File: src/rtl/ibex_bus_arbiter_if.sv
// ibex_bus_arbiter_if: core instr/data ports and shared host bus of the arbiter
interface ibex_bus_arbiter_if;
  logic        instr_req_i;
  logic        instr_gnt_o;
  logic        instr_rvalid_o;
  logic [31:0] instr_addr_i;
  logic [31:0] instr_rdata_o;
  logic [6:0]  instr_rdata_intg_o;
  logic        instr_err_o;
  logic        data_req_i;
  logic        data_gnt_o;
  logic        data_rvalid_o;
  logic        data_we_i;
  logic [3:0]  data_be_i;
  logic [31:0] data_addr_i;
  logic [31:0] data_wdata_i;
  logic [6:0]  data_wdata_intg_i;
  logic [31:0] data_rdata_o;
  logic [6:0]  data_rdata_intg_o;
  logic        data_err_o;
  logic        host_req_o;
  logic        host_gnt_i;
  logic        host_rvalid_i;
  logic        host_we_o;
  logic [3:0]  host_be_o;
  logic [31:0] host_addr_o;
  logic [31:0] host_wdata_o;
  logic [6:0]  host_wdata_intg_o;
  logic [31:0] host_rdata_i;
  logic [6:0]  host_rdata_intg_i;
  logic        host_err_i;
  logic        protocol_err_o;
  modport slave (
    input  instr_req_i, instr_addr_i, data_req_i, data_we_i, data_be_i, data_addr_i,
           data_wdata_i, data_wdata_intg_i, host_gnt_i, host_rvalid_i, host_rdata_i,
           host_rdata_intg_i, host_err_i,
    output instr_gnt_o, instr_rvalid_o, instr_rdata_o, instr_rdata_intg_o, instr_err_o,
           data_gnt_o, data_rvalid_o, data_rdata_o, data_rdata_intg_o, data_err_o,
           host_req_o, host_we_o, host_be_o, host_addr_o, host_wdata_o, host_wdata_intg_o,
           protocol_err_o
  );
  modport master (
    output instr_req_i, instr_addr_i, data_req_i, data_we_i, data_be_i, data_addr_i,
           data_wdata_i, data_wdata_intg_i, host_gnt_i, host_rvalid_i, host_rdata_i,
           host_rdata_intg_i, host_err_i,
    input  instr_gnt_o, instr_rvalid_o, instr_rdata_o, instr_rdata_intg_o, instr_err_o,
           data_gnt_o, data_rvalid_o, data_rdata_o, data_rdata_intg_o, data_err_o,
           host_req_o, host_we_o, host_be_o, host_addr_o, host_wdata_o, host_wdata_intg_o,
           protocol_err_o
  );
endinterface

File: src/rtl/ibex_bus_arbiter.sv
// ibex_bus_arbiter: round-robin arbiter of ibex instr/data ports onto one host bus
module ibex_bus_arbiter #(
  parameter int unsigned MaxOutstanding = 2,
  parameter bit          DataFirst      = 1'b1
) (
  input logic               clk_i,
  input logic               rst_i,
  ibex_bus_arbiter_if.slave bus
);
  localparam int unsigned PW = MaxOutstanding > 1 ? $clog2(MaxOutstanding) : 1;
  localparam int unsigned CW = $clog2(MaxOutstanding + 1);
  typedef enum logic [1:0] {IDLE, HOLD_I, HOLD_D} state_e;
  state_e              state_q, state_d;
  logic                rr_data_q, sel_d, req, accept, pop, full, head, perr_q;
  logic [PW-1:0]       wptr_q, rptr_q;
  logic [CW-1:0]       cnt_q;
  logic [MaxOutstanding-1:0] src_q;
  function automatic logic [PW-1:0] incr(input logic [PW-1:0] p);
    return (p == PW'(MaxOutstanding - 1)) ? '0 : p + 1'b1;
  endfunction
  assign full = cnt_q == CW'(MaxOutstanding);
  // HOLD_x keeps presenting the frozen selection until the host grants it
  always_comb begin
    state_d = state_q;
    sel_d   = 1'b0;
    req     = 1'b0;
    case (state_q)
      HOLD_I: begin
        req     = 1'b1;
        state_d = bus.host_gnt_i ? IDLE : HOLD_I;
      end
      HOLD_D: begin
        req     = 1'b1;
        sel_d   = 1'b1;
        state_d = bus.host_gnt_i ? IDLE : HOLD_D;
      end
      default: begin
        req     = ~full & (bus.instr_req_i | bus.data_req_i);
        sel_d   = bus.data_req_i & (~bus.instr_req_i | rr_data_q);
        state_d = (req & ~bus.host_gnt_i) ? (sel_d ? HOLD_D : HOLD_I) : IDLE;
      end
    endcase
  end
  assign bus.host_req_o        = req & ~rst_i;
  assign accept                = bus.host_req_o & bus.host_gnt_i;
  assign bus.instr_gnt_o       = accept & ~sel_d;
  assign bus.data_gnt_o        = accept & sel_d;
  assign bus.host_addr_o       = sel_d ? bus.data_addr_i : bus.instr_addr_i;
  assign bus.host_we_o         = sel_d & bus.data_we_i;
  assign bus.host_be_o         = sel_d ? bus.data_be_i : 4'hF;
  assign bus.host_wdata_o      = sel_d ? bus.data_wdata_i : 32'h0;
  assign bus.host_wdata_intg_o = sel_d ? bus.data_wdata_intg_i : 7'h0;
  // src_q holds the source of each outstanding transaction: 1 = data port
  assign pop                   = bus.host_rvalid_i & |cnt_q & ~rst_i;
  assign head                  = src_q[rptr_q];
  assign bus.instr_rvalid_o    = pop & ~head;
  assign bus.data_rvalid_o     = pop & head;
  assign bus.instr_rdata_o      = bus.host_rdata_i;
  assign bus.instr_rdata_intg_o = bus.host_rdata_intg_i;
  assign bus.instr_err_o        = bus.host_err_i;
  assign bus.data_rdata_o       = bus.host_rdata_i;
  assign bus.data_rdata_intg_o  = bus.host_rdata_intg_i;
  assign bus.data_err_o         = bus.host_err_i;
  assign bus.protocol_err_o     = perr_q;
  always_ff @(posedge clk_i) begin
    if (rst_i) begin
      state_q   <= IDLE;
      rr_data_q <= DataFirst;
      wptr_q    <= '0;
      rptr_q    <= '0;
      cnt_q     <= '0;
      perr_q    <= 1'b0;
    end else begin
      state_q <= state_d;
      if (accept) begin
        rr_data_q     <= ~sel_d;
        src_q[wptr_q] <= sel_d;
        wptr_q        <= incr(wptr_q);
      end
      if (pop) rptr_q <= incr(rptr_q);
      cnt_q <= cnt_q + CW'(accept) - CW'(pop);
      if (bus.host_rvalid_i & ~|cnt_q) perr_q <= 1'b1;
    end
  end
endmodule

File: src/flat_wrapper.sv
// flat-port wrapper written by rule: the top's interface ports become plain ports
module ibex_bus_arbiter_flat 
#(
  parameter int unsigned MaxOutstanding = 2,
  parameter bit          DataFirst      = 1'b1
)
  (clk_i, rst_i, bus_instr_req_i, bus_instr_addr_i, bus_data_req_i, bus_data_we_i, bus_data_be_i, bus_data_addr_i, bus_data_wdata_i, bus_data_wdata_intg_i, bus_host_gnt_i, bus_host_rvalid_i, bus_host_rdata_i, bus_host_rdata_intg_i, bus_host_err_i, bus_instr_gnt_o, bus_instr_rvalid_o, bus_instr_rdata_o, bus_instr_rdata_intg_o, bus_instr_err_o, bus_data_gnt_o, bus_data_rvalid_o, bus_data_rdata_o, bus_data_rdata_intg_o, bus_data_err_o, bus_host_req_o, bus_host_we_o, bus_host_be_o, bus_host_addr_o, bus_host_wdata_o, bus_host_wdata_intg_o, bus_protocol_err_o);
  ibex_bus_arbiter_if bus_i ();
  input logic clk_i;
  input logic rst_i;
  input wire logic [$bits(bus_i.instr_req_i)-1:0] bus_instr_req_i;
  input wire logic [$bits(bus_i.instr_addr_i)-1:0] bus_instr_addr_i;
  input wire logic [$bits(bus_i.data_req_i)-1:0] bus_data_req_i;
  input wire logic [$bits(bus_i.data_we_i)-1:0] bus_data_we_i;
  input wire logic [$bits(bus_i.data_be_i)-1:0] bus_data_be_i;
  input wire logic [$bits(bus_i.data_addr_i)-1:0] bus_data_addr_i;
  input wire logic [$bits(bus_i.data_wdata_i)-1:0] bus_data_wdata_i;
  input wire logic [$bits(bus_i.data_wdata_intg_i)-1:0] bus_data_wdata_intg_i;
  input wire logic [$bits(bus_i.host_gnt_i)-1:0] bus_host_gnt_i;
  input wire logic [$bits(bus_i.host_rvalid_i)-1:0] bus_host_rvalid_i;
  input wire logic [$bits(bus_i.host_rdata_i)-1:0] bus_host_rdata_i;
  input wire logic [$bits(bus_i.host_rdata_intg_i)-1:0] bus_host_rdata_intg_i;
  input wire logic [$bits(bus_i.host_err_i)-1:0] bus_host_err_i;
  output wire logic [$bits(bus_i.instr_gnt_o)-1:0] bus_instr_gnt_o;
  output wire logic [$bits(bus_i.instr_rvalid_o)-1:0] bus_instr_rvalid_o;
  output wire logic [$bits(bus_i.instr_rdata_o)-1:0] bus_instr_rdata_o;
  output wire logic [$bits(bus_i.instr_rdata_intg_o)-1:0] bus_instr_rdata_intg_o;
  output wire logic [$bits(bus_i.instr_err_o)-1:0] bus_instr_err_o;
  output wire logic [$bits(bus_i.data_gnt_o)-1:0] bus_data_gnt_o;
  output wire logic [$bits(bus_i.data_rvalid_o)-1:0] bus_data_rvalid_o;
  output wire logic [$bits(bus_i.data_rdata_o)-1:0] bus_data_rdata_o;
  output wire logic [$bits(bus_i.data_rdata_intg_o)-1:0] bus_data_rdata_intg_o;
  output wire logic [$bits(bus_i.data_err_o)-1:0] bus_data_err_o;
  output wire logic [$bits(bus_i.host_req_o)-1:0] bus_host_req_o;
  output wire logic [$bits(bus_i.host_we_o)-1:0] bus_host_we_o;
  output wire logic [$bits(bus_i.host_be_o)-1:0] bus_host_be_o;
  output wire logic [$bits(bus_i.host_addr_o)-1:0] bus_host_addr_o;
  output wire logic [$bits(bus_i.host_wdata_o)-1:0] bus_host_wdata_o;
  output wire logic [$bits(bus_i.host_wdata_intg_o)-1:0] bus_host_wdata_intg_o;
  output wire logic [$bits(bus_i.protocol_err_o)-1:0] bus_protocol_err_o;
  assign bus_i.instr_req_i = bus_instr_req_i;
  assign bus_i.instr_addr_i = bus_instr_addr_i;
  assign bus_i.data_req_i = bus_data_req_i;
  assign bus_i.data_we_i = bus_data_we_i;
  assign bus_i.data_be_i = bus_data_be_i;
  assign bus_i.data_addr_i = bus_data_addr_i;
  assign bus_i.data_wdata_i = bus_data_wdata_i;
  assign bus_i.data_wdata_intg_i = bus_data_wdata_intg_i;
  assign bus_i.host_gnt_i = bus_host_gnt_i;
  assign bus_i.host_rvalid_i = bus_host_rvalid_i;
  assign bus_i.host_rdata_i = bus_host_rdata_i;
  assign bus_i.host_rdata_intg_i = bus_host_rdata_intg_i;
  assign bus_i.host_err_i = bus_host_err_i;
  assign bus_instr_gnt_o = bus_i.instr_gnt_o;
  assign bus_instr_rvalid_o = bus_i.instr_rvalid_o;
  assign bus_instr_rdata_o = bus_i.instr_rdata_o;
  assign bus_instr_rdata_intg_o = bus_i.instr_rdata_intg_o;
  assign bus_instr_err_o = bus_i.instr_err_o;
  assign bus_data_gnt_o = bus_i.data_gnt_o;
  assign bus_data_rvalid_o = bus_i.data_rvalid_o;
  assign bus_data_rdata_o = bus_i.data_rdata_o;
  assign bus_data_rdata_intg_o = bus_i.data_rdata_intg_o;
  assign bus_data_err_o = bus_i.data_err_o;
  assign bus_host_req_o = bus_i.host_req_o;
  assign bus_host_we_o = bus_i.host_we_o;
  assign bus_host_be_o = bus_i.host_be_o;
  assign bus_host_addr_o = bus_i.host_addr_o;
  assign bus_host_wdata_o = bus_i.host_wdata_o;
  assign bus_host_wdata_intg_o = bus_i.host_wdata_intg_o;
  assign bus_protocol_err_o = bus_i.protocol_err_o;
  ibex_bus_arbiter #(.MaxOutstanding(MaxOutstanding), .DataFirst(DataFirst)) u_core (.clk_i(clk_i), .rst_i(rst_i), .bus(bus_i));
endmodule
File: config.mk
export PLATFORM = sky130hd
export DESIGN_NAME = ibex_bus_arbiter_flat
export DESIGN_NICKNAME = d
export VERILOG_FILES = /design/src/rtl/ibex_bus_arbiter_if.sv /design/src/rtl/ibex_bus_arbiter.sv /design/src/flat_wrapper.sv
export SDC_FILE = /design/constraint.sdc
export NUM_CORES = 1
export LEC_CHECK = 0
export CAP_MARGIN = 20
export CORE_AREA = 3 3 123 125
export CTS_BUF_LIST = sky130_fd_sc_hd__clkbuf_4
export CTS_CLUSTER_DIAMETER = 80
export DETAILED_ROUTE_END_ITERATION = 6
export DIE_AREA = 0 0 126 128
export PLACE_DENSITY_LB_ADDON = 0.3
export SYNTH_ARGS = -nofsm -noshare
export SYNTH_HDL_FRONTEND = slang
export SYNTH_SLANG_ARGS = --single-unit
File: constraint.sdc
create_clock -name clk_i -period 3.99 [get_ports clk_i]
set_clock_uncertainty 0.2 [all_clocks]
set_input_delay 0.399 -clock clk_i [delete_from_list [all_inputs] [get_ports clk_i]]
set_output_delay 0.399 -clock clk_i [all_outputs]
set_load 0.05 [all_outputs]
==> out/results.tsv, run 1 <==
metric	value	unit
run status	finished clean	
Syn Std Cell Area	0.00187	sq mm
n_diodes	0	
CP required	3.39	ns
std cell rows	43	
Final Cycle Share	0.788	
post-synth top area share	0.329	
initial antenna violation count	0	
Port Buffer Count	195	
Final min period	3.14	ns
worst min path class	flop to flop	
slew margin rel.	0.590	
Post-Syn Nets	450	
TritonCTS clock tree	built	
crit-path max FO	12	
Synth cell types	34	
Antenna Nets Post-Route	0	
hpwl dp	6400	um
initial core utilization	0.134	
first-pass GRT wire length	10900	um
fin. max-slew vios	0	
maximum clock frequency	318	MHz
Post-Syn Instances	293	
kind of critical path	flop to output port	
vias per cell	3.52	
H-tree depth	1	
Clock transition at path regs	0.07	ns
Post-synth top cells	nand2_1, buf_4, and2_1	
Setup WS pre-CTS	0.872	ns
max-cap viol count	0	
CTS root buffer	clkbuf_4	
ranking of synthesized cells by area	buf_4, nand2_1, and2_1	
Initial DRC Count	45	
post-CTS setup buffers	0	
Inst Count DP	576	
WP data arrival	2.54	ns
Final GP Congestion	0.782	
hold violation total from the final report	0	
most numerous cell in the Yosys netlist	nand2_1	
vias in the first global route	2136	
Leakage	1.51	nW
gr usage total	0.0816	
drt total wl	7520	um
post-synth top area cell	buf_4	
share of post-route cells with drive strength above 1	0.208	
Reg2Reg Setup Slack	1.75	ns
ys flop type	dfxtp_1	
Worst Setup End Kind	output port	
Final Setup Violations	0	
CTS resizes	0	
Yosys reg bits	10	
Vias	2043	
ys async rst share	0	
Final #Nets	558	
drc violations	0	
total die area	0.0161	sq mm
Area Growth Syn to Fin	73.9	%
Skew-Pair Late Insertion Delay	0.27	ns
Die Y	128	um
Post-Layout Cell Count	580	
Least-Margin Pin Slew	0.608	ns
CORE AREA	0.0140	sq mm
PwrDens	348	mW/mm^2
grt ovf	0	
setup TNS	0	ns
register area share after synthesis	0.118	
Max clock buf depth	2	
number of warnings issued by yosys	0	
Clock Sinks	10	
fin util	0.233	
Post-synth EDFFs	2	
# IOs	316	
DIE WIDTH	126	um
setup slack after layout	0.847	ns
cts bufs inserted	3	
RSZ-0062 raised after global routing	no	
maximum VDD drop	132	uV
average wire per standard cell	13.0	um
Synth Area per Inst	6.38	sq um
drt first pass iters	4	
largest net degree at the start of global routing	82	
overall power	1.13	mW
Setup crit start kind	flop	
number of hold buffers added after CTS	0	
[per-stage QoR]
stage	cell area, sq um	hold WS [ns]
after floorplan	1870	0.228
after global placement	3230	0.274
after detailed placement	3230	0.261
after CTS	3250	0.277
after global routing	3250	0.308
final	3250	0.266
[placed cells by master (no fill, tap or decap), types with 2 or more instances in the layout]
cell               n
buf_12             5
clkbuf_4           3
buf_4             73
nand2b_1           6
nand2_1           99
edfxtp_1           2
o21ai_0            4
dfxtp_1            8
nor2_1             8
o21a_1             2
xnor2_1            2
a21oi_1            3
clkdlybuf4s50_1  118
and2_1            40
ha_1               3
inv_1              3
nor2b_1            2
nor3_1             4
[critical path, stage by stage, from the launching register on]
cell             delay, ns
dfxtp_1               0.33
inv_1                 0.05
ha_1                  0.35
nand2_1               0.10
o21a_1                0.39
nor3_1                0.23
clkdlybuf4s50_1       0.84
[cell families after synthesis]
kind of cell,share of synthesized area
simple gates,0.417
buf+inv,0.385
compound gates,0.0408
flops,0.118
xor+xnor,0.0140
fa+ha+maj,0.0201
mux,0.00535
[path summary, 6_finish.rpt]
check                                                    from  cells after the start                       endpoint
worst min-delay path            u_core.rr_data_q$_SDFFE_PP1P_                      1  u_core.rr_data_q$_SDFFE_PP1P_
worst max-delay path             u_core.state_q[0]$_SDFF_PP0_                      6                 bus_data_gnt_o
worst max register to register   u_core.state_q[0]$_SDFF_PP0_                      7  u_core.rr_data_q$_SDFFE_PP1P_
worst min register to register  u_core.rr_data_q$_SDFFE_PP1P_                      1  u_core.rr_data_q$_SDFFE_PP1P_
[report_power, final]
group          switching, mW  internal, mW  leakage (nW)  total [mW]
clock network         0.0372        0.0362        0.0154      0.0734
logic                  0.588         0.332          1.41       0.921
registers             0.0156         0.123        0.0843       0.138
[state kept, by name, indices dropped and copies added, names as in the netlist]
name and count:
u_core.wptr_q 1, u_core.src_q 2, u_core.rr_data_q 1, u_core.cnt_q 2, u_core.bus.protocol_err_o 1, u_core.state_q 2, u_core.rptr_q 1
[metal layers]
| metal | track usage | up-vias | part of all wire |
|---|---|---|---|
| li1 | - | 1031 | - |
| met1 | 0.0967 | 861 | 0.38 |
| met2 | 0.141 | 143 | 0.49 |
| met3 | 0.0350 | 8 | 0.11 |
| met4 | 0.0107 | 0 | 0.0073 |
| met5 | 0 | - | 0 |
[area by class of cell]
class	count	area (sq um)
Clock buffer	3	22.5
Clock inverter	1	3.75
Fill cell	1603	10700
Inverter	4	22.5
Multi-Input combinational cell	186	930
Sequential cell	10	220
Tap cell	180	225
Timing Repair Buffer	196	1830
(Power assumes the default switching activity.)
==> run 2, diff against run 1 <==
- CORE_AREA: 3 3 123 125 -> 3 3 120 122
- DIE_AREA: 0 0 126 128 -> 0 0 123 125
- clock period: 3.99 -> 2.6 ns (I/O delays scaled with it)
==> run 2 against run 1 <==
- die area decreased by 4.7%
- setup slack got worse by 0.69 ns
- critical path depth increased by 2
- clock power increased by 54%
- combinational power increased by 65%
- power increased by 63%
- final cell count increased by 0.17%
- global-route usage increased by 1.6 points
- via count increased by 2.8%
- register-to-register slack got worse by 1.2 ns
- sequential power increased by 54%
==> out/results.tsv, run 2 (synthesis results as in run 1) <==
metric	value	unit	change
Final min period	2.45	ns	
fin. max-slew vios	0		unchanged
TritonCTS clock tree	built		
setup TNS	0	ns	unchanged
crit path launch	u_core.state_q[0]$_SDFF_PP0_		
NetSw	1.02	mW	+59%
Reg2Reg Setup Slack	0.60	ns	-1.15 ns
Final Setup Violations	0		unchanged
drc violations	0		unchanged
gr usage total	0.0971		+0.0155
Worst Setup End Kind	output port		
hold violation total from the final report	0		unchanged
cell-internal power	0.827	mW	+68%
initial antenna violation count	1		+1
Clk network pwr share	0.061		-0.004
drt total wl	8380	um	+11%
switching share of power	0.551		-0.0148
max-cap viol count	0		unchanged
Vias	2100		+2.8%
Final Cycle Share	0.941		
average wire per standard cell	14.4	um	+11%
slew margin rel.	0.618		+0.0282
Setup crit start kind	flop		
Clock Sinks	10		unchanged
worst min path class	flop to flop		
worst r2r src	u_core.cnt_q[1]$_SDFF_PP0_		
Clock transition at path regs	0.07	ns	about the same
DIE WIDTH	123	um	-2.4%
maximum clock frequency	409	MHz	
std cell rows	42		-2.3%
Post-Layout Cell Count	581		+0.17%
vias in the first global route	2182		+2.2%
H-tree depth	1		unchanged
overall power	1.84	mW	+63%
Reg2Reg Depth	7		unchanged
Antenna Nets Post-Route	0		unchanged
Inst Count DP	575		-0.17%
hold slack	0.264	ns	-0.00205 ns
CORE AREA	0.0133	sq mm	-5.0%
Leakage	1.59	nW	+5.2%
worst r2r dst	u_core.cnt_q[1]$_SDFF_PP0_		
RSZ-0062 raised after global routing	no		
PwrDens	535	mW/mm^2	+54%
post-route cell area	0.00345	sq mm	+5.9%
combinational share of power	0.824		+0.011
Area Growth Syn to Fin	84.2	%	
n_diodes	0		unchanged
hpwl dp	7010	um	+9.5%
kind of critical path	flop to output port		
largest net degree at the start of global routing	39		-52%
Die Y	125	um	-2.3%
drt first pass iters	4		unchanged
share of post-route cells with drive strength above 1	0.237		+0.0295
Largest regs	u_core.cnt_q x2, u_core.src_q x2, u_core.state_q x2		
dpl cell area	0.00327	sq mm	+1.4%
commonest non-fill, non-tap cells in the layout	clkdlybuf4s50_1, nand2_1, buf_4		
cts bufs inserted	3		unchanged
Max clock buf depth	2		unchanged
initial core utilization	0.141		+0.00697
total die area	0.0154	sq mm	-4.7%
Final GP Congestion	0.792		+1.3%
maximum VDD drop	182	uV	+38%
Skew-Pair Late Insertion Delay	0.27	ns	about the same
crit-path max FO	19		+7
CP required	2.14	ns	-1.25 ns
grt ovf	0		unchanged
Initial DRC Count	36		-20%
first-pass GRT wire length	11700	um	+6.6%
CTS root buffer	clkbuf_4		
WP data arrival	1.99	ns	-0.55 ns
run status	finished clean		
Final #Nets	563		+0.90%
Least-Margin Pin Slew	0.566	ns	-0.0419 ns
Flop pwr share	0.115		-0.007
most common cell after layout, fill and taps aside	clkdlybuf4s50_1		
vias per cell	3.61		+2.6%
Port Buffer Count	195		unchanged
# IOs	316		unchanged
crit path to	bus_host_wdata_intg_o[6]		
## run 2: through the flow
step	setup WS, ns	utilization
3_3_place_gp	0.232	0.246
6_report	0.154	0.259
3_5_place_dp	0.188	0.246
2_1_floorplan	0.0804	-
5_1_grt	0.0123	0.259
4_1_cts	0.0630	0.256
## run 2: worst min path at each step
stage,from,end,cells after the start
after floorplan,bus_host_gnt_i,u_core.state_q[1]$_SDFF_PP0_,1
after global placement,u_core.rr_data_q$_SDFFE_PP1P_,u_core.rr_data_q$_SDFFE_PP1P_,1
after detailed placement,u_core.rr_data_q$_SDFFE_PP1P_,u_core.rr_data_q$_SDFFE_PP1P_,1
after CTS,u_core.rr_data_q$_SDFFE_PP1P_,u_core.rr_data_q$_SDFFE_PP1P_,1
after global routing,u_core.rr_data_q$_SDFFE_PP1P_,u_core.rr_data_q$_SDFFE_PP1P_,1
final,u_core.rr_data_q$_SDFFE_PP1P_,u_core.rr_data_q$_SDFFE_PP1P_,1
## run 2: layer usage
metal / wire length [um] / track usage
met1: 2690 / 0.0871
met2: 4480 / 0.193
met3: 1140 / 0.0501
met4: 57 / 0.0143
met5: 9 / 0
## run 2: cell type report
cell class                 count  area (sq um)
fill                        1456          9850
timing repair buffer         200          1980
multi-input combinational    186           961
sequential                    10           220
tap                          176           220
inverter                       4          31.3
clock buffer                   3          22.5
timing repair inverter         1          8.76
clock inverter                 1          3.75
## run 2: power groups by stage
stage	clock network (mW)	registers (mW)	logic (mW)
after floorplan	0	0.221	1.25
after global placement	0	0.214	1.46
after detailed placement	0	0.214	1.46
after CTS	0.118	0.212	1.52
after global routing	0.124	0.215	1.61
final	0.113	0.212	1.52
## run 2: repair_timing
action / 4_1_cts / 5_1_grt
cloned: 1 / 1
gates resized for setup: 18 / 9
buffers inserted: 0 / 0
hold buffers: 0 / 0
setup endpoints to repair: 36 / 48
## run 2: critical path, cell delays in order (launching register included)
cell       delay, ns
dfxtp_1         0.34
inv_1           0.07
ha_4            0.28
nand2b_1        0.15
o21a_4          0.26
inv_16          0.08
clkbuf_16       0.18
and2_1          0.17
buf_4           0.19
